$ cat src/rtl/lut_1557_scan_if.sv
// Handshake and result bus between the LUT scanner and its requester.
// The requester drives start and the LUT output s; the scanner drives everything else.
interface lut_1557_scan_if;
   logic        start;
   logic        s;
   logic [3:0]  b;
   logic        busy;
   logic        done;
   logic [15:0] table_o;
   logic [4:0]  ones;
   logic [4:0]  err_one;
   logic [4:0]  err_zero;
   logic        pass;

   modport master (
      output start, s,
      input  b, busy, done, table_o, ones, err_one, err_zero, pass
   );

   modport slave (
      input  start, s,
      output b, busy, done, table_o, ones, err_one, err_zero, pass
   );
endinterface

$ cat src/rtl/lut_1557_scan.sv
// Exhaustive reader for the lut_1557 table: steps b through all 16 codes, samples s
// after a settle delay, and scores the observed truth table against EXP_MASK.
module lut_1557_scan #(
   parameter int unsigned SETTLE_CYC = 2,
   parameter logic [15:0] EXP_MASK   = 16'h1557
) (
   input  logic           clk,
   input  logic           rst_n,
   lut_1557_scan_if.slave bus
);

   localparam logic [1:0] ST_IDLE   = 2'd0;
   localparam logic [1:0] ST_SETTLE = 2'd1;
   localparam logic [1:0] ST_SAMPLE = 2'd2;
   localparam logic [1:0] ST_DONE   = 2'd3;

   // SETTLE lasts SETTLE_CYC cycles, counting the loaded value down to zero inclusive.
   localparam logic [7:0] SETTLE_LOAD = 8'(SETTLE_CYC - 1);

   logic [1:0]  state_r,  state_s;
   logic [7:0]  cnt_r,    cnt_s;
   logic [3:0]  b_r,      b_s;
   logic        busy_r,   busy_s;
   logic        done_r,   done_s;
   logic [15:0] table_r,  table_s;
   logic [4:0]  ones_r,   ones_s;
   logic [4:0]  e1_r,     e1_s;
   logic [4:0]  e0_r,     e0_s;
   logic        pass_r,   pass_s;

   logic        exp_bit_s;
   logic [4:0]  ones_nx_s;
   logic [4:0]  e1_nx_s;
   logic [4:0]  e0_nx_s;

   // Score contribution of the code currently under test.
   always_comb begin
      exp_bit_s = EXP_MASK[b_r];
      ones_nx_s = ones_r + {4'd0, bus.s};
      e1_nx_s   = e1_r + {4'd0, (exp_bit_s & ~bus.s)};
      e0_nx_s   = e0_r + {4'd0, (~exp_bit_s & bus.s)};
   end

   // Next-state and next-output computation for the scan sequencer.
   always_comb begin
      state_s = state_r;
      cnt_s   = cnt_r;
      b_s     = b_r;
      busy_s  = busy_r;
      done_s  = 1'b0;
      table_s = table_r;
      ones_s  = ones_r;
      e1_s    = e1_r;
      e0_s    = e0_r;
      pass_s  = pass_r;
      case (state_r)
         ST_IDLE: begin
            if (bus.start) begin
               state_s = ST_SETTLE;
               cnt_s   = SETTLE_LOAD;
               b_s     = 4'd0;
               busy_s  = 1'b1;
               table_s = 16'd0;
               ones_s  = 5'd0;
               e1_s    = 5'd0;
               e0_s    = 5'd0;
               pass_s  = 1'b0;
            end else begin
               state_s = ST_IDLE;
            end
         end
         ST_SETTLE: begin
            if (cnt_r == 8'd0) begin
               state_s = ST_SAMPLE;
            end else begin
               cnt_s = cnt_r - 8'd1;
            end
         end
         ST_SAMPLE: begin
            table_s[b_r] = bus.s;
            ones_s       = ones_nx_s;
            e1_s         = e1_nx_s;
            e0_s         = e0_nx_s;
            // pass is taken from the final counts so it is valid together with done.
            if (b_r == 4'd15) begin
               state_s = ST_DONE;
               busy_s  = 1'b0;
               done_s  = 1'b1;
               pass_s  = (e1_nx_s == 5'd0) && (e0_nx_s == 5'd0);
            end else begin
               state_s = ST_SETTLE;
               cnt_s   = SETTLE_LOAD;
               b_s     = b_r + 4'd1;
            end
         end
         ST_DONE: begin
            state_s = ST_IDLE;
            b_s     = 4'd0;
         end
         default: begin
            state_s = ST_IDLE;
            cnt_s   = 8'd0;
            b_s     = 4'd0;
            busy_s  = 1'b0;
         end
      endcase
   end

   // State and output registers; reset aborts any scan in flight.
   always_ff @(posedge clk or negedge rst_n) begin
      if (!rst_n) begin
         state_r <= ST_IDLE;
         cnt_r   <= 8'd0;
         b_r     <= 4'd0;
         busy_r  <= 1'b0;
         done_r  <= 1'b0;
         table_r <= 16'd0;
         ones_r  <= 5'd0;
         e1_r    <= 5'd0;
         e0_r    <= 5'd0;
         pass_r  <= 1'b0;
      end else begin
         state_r <= state_s;
         cnt_r   <= cnt_s;
         b_r     <= b_s;
         busy_r  <= busy_s;
         done_r  <= done_s;
         table_r <= table_s;
         ones_r  <= ones_s;
         e1_r    <= e1_s;
         e0_r    <= e0_s;
         pass_r  <= pass_s;
      end
   end

   assign bus.b        = b_r;
   assign bus.busy     = busy_r;
   assign bus.done     = done_r;
   assign bus.table_o  = table_r;
   assign bus.ones     = ones_r;
   assign bus.err_one  = e1_r;
   assign bus.err_zero = e0_r;
   assign bus.pass     = pass_r;

endmodule

$ cat src/flat_wrapper.sv
// flat-port wrapper written by rule: the top's interface ports become plain ports
module lut_1557_scan_flat 
#(
   parameter int unsigned SETTLE_CYC = 2,
   parameter logic [15:0] EXP_MASK   = 16'h1557
)
  (clk, rst_n, bus_start, bus_s, bus_b, bus_busy, bus_done, bus_table_o, bus_ones, bus_err_one, bus_err_zero, bus_pass);
  lut_1557_scan_if bus_i ();
  input  logic clk;
  input  logic rst_n;
  input wire logic [$bits(bus_i.start)-1:0] bus_start;
  input wire logic [$bits(bus_i.s)-1:0] bus_s;
  output wire logic [$bits(bus_i.b)-1:0] bus_b;
  output wire logic [$bits(bus_i.busy)-1:0] bus_busy;
  output wire logic [$bits(bus_i.done)-1:0] bus_done;
  output wire logic [$bits(bus_i.table_o)-1:0] bus_table_o;
  output wire logic [$bits(bus_i.ones)-1:0] bus_ones;
  output wire logic [$bits(bus_i.err_one)-1:0] bus_err_one;
  output wire logic [$bits(bus_i.err_zero)-1:0] bus_err_zero;
  output wire logic [$bits(bus_i.pass)-1:0] bus_pass;
  assign bus_i.start = bus_start;
  assign bus_i.s = bus_s;
  assign bus_b = bus_i.b;
  assign bus_busy = bus_i.busy;
  assign bus_done = bus_i.done;
  assign bus_table_o = bus_i.table_o;
  assign bus_ones = bus_i.ones;
  assign bus_err_one = bus_i.err_one;
  assign bus_err_zero = bus_i.err_zero;
  assign bus_pass = bus_i.pass;
  lut_1557_scan #(.SETTLE_CYC(SETTLE_CYC), .EXP_MASK(EXP_MASK)) u_core (.clk(clk), .rst_n(rst_n), .bus(bus_i));
endmodule
$ cat config.mk
export PLATFORM = sky130hd
export DESIGN_NAME = lut_1557_scan_flat
export DESIGN_NICKNAME = d
export VERILOG_FILES = /design/src/rtl/lut_1557_scan_if.sv /design/src/rtl/lut_1557_scan.sv /design/src/flat_wrapper.sv
export SDC_FILE = /design/constraint.sdc
export NUM_CORES = 1
export LEC_CHECK = 0
export CAP_MARGIN = 20
export CORE_ASPECT_RATIO = 0.9
export CORE_MARGIN = 5
export CORE_UTILIZATION = 53
export DETAILED_ROUTE_END_ITERATION = 16
export PLACE_DENSITY_LB_ADDON = 0.15
export SYNTH_ARGS = -nofsm -noshare
export SYNTH_HDL_FRONTEND = slang
export SYNTH_SLANG_ARGS = --single-unit
$ cat constraint.sdc
create_clock -name clk -period 3.15 [get_ports clk]
set_input_delay 0.4725 -clock clk [delete_from_list [all_inputs] [get_ports clk]]
set_output_delay 0.4725 -clock clk [all_outputs]
set_load 0.05 [all_outputs]
; Yosys cells after proc, flatten, opt, wreduce, memory -nomap -nowiden
; Memories as Yosys holds them, arrays and structs flattened.
; Cells that the tools add are included.
[op_classes]
n_mux = 29
n_reduce_logical = 13
magnitude_cmp = 2
n_bitwise = 4
addsub = 5
eq_ne = 9
[ops]
columns = operator, count
row1 = $pmux 16 s2, 1
row2 = $pmux 5 s2, 3
row3 = $mux 8, 3
row4 = $pmux 8 s3, 1
row5 = $bwmux 16, 1
row6 = $mux 16, 1
row7 = $add 5x1->5, 3
row8 = $pmux 4 s3, 1
row9 = $logic_not 5->1, 2
row10 = $mux 1, 9
row11 = $logic_not 8->1, 1
row12 = $mux 4, 2
row13 = $pmux 2 s4, 1
row14 = $sub 8x1->8 const B, 1
row15 = $ne 2x2->1 const B, 3
row16 = $reduce_and 3->1, 2
row17 = $reduce_bool 3->1, 2
row18 = $lt 4x5->1 const B, 1
row19 = $mux 5, 1
row20 = $add 4x1->4 const B, 1
row21 = $demux 1 s4, 1
row22 = $eq 2x2->1 const B, 2
row23 = $eq 4x4->1 const B, 1
row24 = $ge 4x1->1 const B, 1
row25 = other kinds (11), 17
[word_totals]
n_memories = 1
wordCells = 73
output_inout_bits = 38
reg_bits = 48
inputBits = 4
mem_bits_ro = 16
[mem_list]
columns = memory, depth, word_bits, rd, rd_ports_with_merged_regs, write_ports, line_no
row1 = (name not given), 16, 1, 1, 0, 0, lut_1557_scan.sv:38  ; exp_bit_s = EXP_MASK[b_r];

; Longest topological paths before layout
[depth]
ltp_word = 9
mapped_depth = 11
depth_no_buf = 11

; Worst setup path before layout
; No wires, ideal clock.
[synth_timing]
path_type = register to register
from = register u_core.b_r[2], in the netlist u_core.bus.b[2]
to = register u_core.pass_r, in the netlist u_core.bus.pass
stages_incl_launch_ff = 11
path_buffers = 1
setup_slack_ps = 306
arrival_time_ps = 2734
required_ps = 3040
cell_sequence = dfrtp_1 > clkbuf_2 > nor2b_1 > nor2_1 > o221a_2 > and2_1 > ha_1 > ha_1 > nor4_1 > nand4_1 > o41ai_1
[synth_via]
elab_chain_len = 9
[synth_lines]
columns = item, line_no
row1 = from (decl), lut_1557_scan.sv:22  ; logic [3:0] b_r, b_s;
row2 = from (signal assigned), lut_1557_scan.sv:125  ; b_r <= b_s;
row3 = $mem_v2 16x1, -
row4 = $mux 1 (implied by the code), lut_1557_scan.sv:38
row5 = $not 1->1, lut_1557_scan.sv:41  ; e0_nx_s = e0_r + {4'd0, (~exp_bit_s & bus.s)};
row6 = $and 1x1->1, lut_1557_scan.sv:41
row7 = $add 5x1->5, lut_1557_scan.sv:41
row8 = $logic_not 5->1, lut_1557_scan.sv:89  ; pass_s = (e1_nx_s == 5'd0) && (e0_nx_s == 5'd0);
row9 = $logic_and 1x1->1, lut_1557_scan.sv:89
row10 = $mux 1, lut_1557_scan.sv:85  ; if (b_r == 4'd15) begin
row11 = $pmux 1 s2, lut_1557_scan.sv:56  ; case (state_r)
row12 = to (signal assigned), lut_1557_scan.sv:132  ; pass_r <= pass_s;
row13 = to (decl), lut_1557_scan.sv:29  ; logic pass_r, pass_s;
; Several ways; a longest one is shown, not always the timed one. The select of a mux whose other input is x is not followed.
; A chain may end at the register's enable or synchronous reset.

; Worst setup path in the final report
; Ends and elaborated chain as after synthesis.

==> results by group <==
Status
  – Outcome: completed

Placement
  – Port Buffers: 41
  – Routability Congestion: 0.897
  – Pre-CTS setup slack: slightly above 0.4 ns
  – Final HPWL from detailed placement: 3940 um
  – Placed Cells: roughly 350

GRT
  – Number of global-route vias before repair: 1940
  – First-pass GRT wire length: about 9300 um
  – Initial antenna violation count: 0
  – Total track usage: between 10% and 20%
  – Grt ovf: 0
  – Largest net degree at the start of global routing: 49

Pwr
  – VDD IR max: between 0.2 and 0.3 mV
  – P_leak: approximately 1.3 nW
  – Pwr/cell area: 338 nW/um^2

Timing
  – Max Transition Viols Final: 0
  – Fin Clk Skew: 0.00700 ns
  – Final setup viols: 0
  – Fin crit share: just under 90%
  – Rel. slew slack: 46.6%
  – TNS Setup: 0 ns
  – Final hold vios: 0
  – Worst slew pin tran: 0.801 ns
  – Max Freq: 355 MHz
  – RSZ-0062 raised after global routing: no
  – Final min period: around 2.8 ns
  – Final worst slack: about 0.33 ns

Drt
  – Via-per-instance ratio: 5.70
  – Routed vias: 2069
  – Starting DRT DRC Count: 82
  – TritonRoute pass-1 iters: 4
  – Routed Antenna Nets: 0
  – Wire per inst: around 16 um
  – DRC Markers: 0
  – DRT Wirelength: 5670 um

Clock network
  – Post-CTS sizing: 0
  – Worst-Skew Late Latency: 0.30 ns
  – # H-tree levels: 2
  – CTS tree: done
  – Total CTS buffers: 5
  – CTS Root Cell: clkbuf_8
  – Clock Path Buffers: 2
  – Clk sinks: 48
  – CTS Hold Bufs: 0
  – Clock transition at path regs: 0.09 ns
  – Setup bufs post-CTS: 0

Die
  – Die X: 82.8 um
  – Row cnt: 23
  – Die area: 6250 sq um
  – Die Ht: 75.5 um
  – Initial Util: 55.5%
  – Core Area: between 4000 and 5000 sq um
  – Num ports: 42

Final layout
  – Share of cells above drive strength 1: under 10%
  – Nets: 317
  – Layout area overhead: 22.2%
  – Filler cell count: 396
  – # diodes: 0
  – Final std cells w/o fill: approximately 360

Worst setup path
  – R2r startpoint: u_core.bus.b[2]
  – Critical path class: register to register
  – Arrival time at the worst endpoint: 3.00 ns
  – Critical Path RT: 3.33 ns
  – Largest delay share family, worst path: simple AND/OR/NAND/NOR gates
  – CP cell instances: nor2b_1 > nor2_1 > o221a_2 > and2_1 > ha_1 > ha_1 > nor4_1 > nand4_1 > o41ai_1
  – Setup crit end kind: register
  – CP max stage delay: 0.51 ns
  – CP max FO: 12
  – Most used cell, CP: ha_1
  – CP startpoint: u_core.bus.b[2]
  – Critical Path Source Type: register
  – Buf/Inv on CP: 0
  – Critical Path Slowest Stage Cell: dfrtp_1

Logic synthesis
  – Top cells by area, synth: dfrtp_1, o21ai_0, ha_1
  – Mapped Cells: 262
  – Count of different cell masters after synthesis: 40
  – Yosys top cell area share: 47.6%
  – Synthesized cell area: approximately 2500 sq um
  – Number of synthesized flops with an enable pin: 0
  – Net Count, Synth: 279
  – Top_reg_cell synth: dfrtp_1
  – Post-synth ARST share: 100%
  – Seq/Total Area, Yosys: 47.6%
  – Yosys reg bits: 48
  – Area leader, netlist: dfrtp_1
  – Syn Area/Cell: 9.64 sq um
  – Warnings from Yosys: 0

Job
  – Max Cap Viol: 0

Min path
  – Worst min path class: primary input to asynchronous set/reset pin
==> cell usage after synthesis, types with 3 or more instances <==
cell type	n
dfrtp_1	48
o21ai_0	45
nand2_1	18
nor2_1	17
a21boi_0	14
ha_1	13
nand3_1	9
xnor2_1	9
a21oi_1	8
clkbuf_1	8
a22o_1	7
inv_1	7
nor2b_1	6
nand2b_1	5
nor3_1	5
xor2_1	4
a211oi_1	3
a21o_1	3
buf_2	3
mux2i_1	3
nand4_1	3
nor4_1	3
==> registers in the layout, indices dropped and copies added (netlist names), 2 cells and up <==
signal               flops
u_core.bus.table_o      16
u_core.cnt_r             8
u_core.bus.err_one       5
u_core.bus.err_zero      5
u_core.bus.ones          5
u_core.bus.b             4
u_core.state_r           2
==> cells by family (layout without fill, tap and decap cells) <==
group	count (synthesis)	in the layout	share of synthesized area, %
AO/OA/AOI/OAI	88	88	21.4
XOR/XNOR	13	13	4.51
adder cells (fa/ha/maj)	13	13	6.44
buffers and inverters	20	59	3.32
flip-flops	48	48	47.6
multiplexers	3	3	1.19
AND/OR/NAND/NOR	77	77	15.6
==> final timing paths <==
kind	end	slack [ns]	cells after the start
worst max-delay path	u_core.bus.pass	0.33	9
worst min-delay path	u_core.bus.err_one[4]	0.17	1
worst max register to register	u_core.bus.pass	0.33	9
worst min register to register	u_core.bus.table_o[15]	0.50	2
max in group asynchronous	u_core.bus.table_o[13]	2.45	2
min in group clk	u_core.bus.table_o[15]	0.50	2
==> placed cells by master, fill, tap and decap left out, types with 2 or more instances in the layout <==
cell type,instances
clkbuf_8,6
a21o_1,3
buf_4,2
dfrtp_1,48
a22o_1,7
nor2b_1,6
and3_1,2
nor2_1,17
inv_1,7
nand3_1,9
a21oi_1,8
nand2_1,18
a211oi_1,3
clkdlybuf4s50_1,40
and2_1,2
xor2_1,4
xnor2_1,9
clkbuf_1,2
o22ai_1,2
o21ai_0,45
nor4_1,3
nor3_1,5
a21boi_0,14
mux2i_1,3
nand2b_1,5
ha_1,13
nand4_1,3
==> layer usage <==
layer / up-vias / GRT usage [%] / wire length, um
met3: 7 / 4.26 / 283
li1: 1018 / - / -
met2: 50 / 30.1 / 2570
met1: 994 / 27.2 / 2760
met5: - / 0 / 0
met4: 0 / 6.53 / 62
==> area by class of cell <==
type | instances | area, sq um | share of cell area, %
Multi-Input combinational cell | 194 | 1240 | 40.3
Sequential cell | 48 | 1200 | 38.9
Timing Repair Buffer | 44 | 448 | 14.5
Clock buffer | 8 | 90.1 | 2.92
Tap cell | 62 | 77.6 | 2.51
Inverter | 7 | 26.3 | 0.851
==> report_power, final <==
part           total [mW]  leakage [nW]  switching [mW]  internal [mW]
Clock               0.373        0.0455           0.193          0.179
Combinational      0.0496         0.670          0.0339         0.0157
Sequential          0.621         0.612         0.00384          0.617
Total                1.04          1.33           0.231          0.812
==> per-stage QoR <==
step	util [%]	total power [mW]	area, sq um	hold WS, ns
finish	67.9	1.04	3090	0.170
detailed placement	65.3	0.679	2970	0.474
global route	67.9	1.09	3090	0.216
global placement	65.3	0.678	2970	0.462
CTS	67.3	1.05	3060	0.391
floorplan	-	0.654	2520	0.177
(Power assumes the default switching activity.)
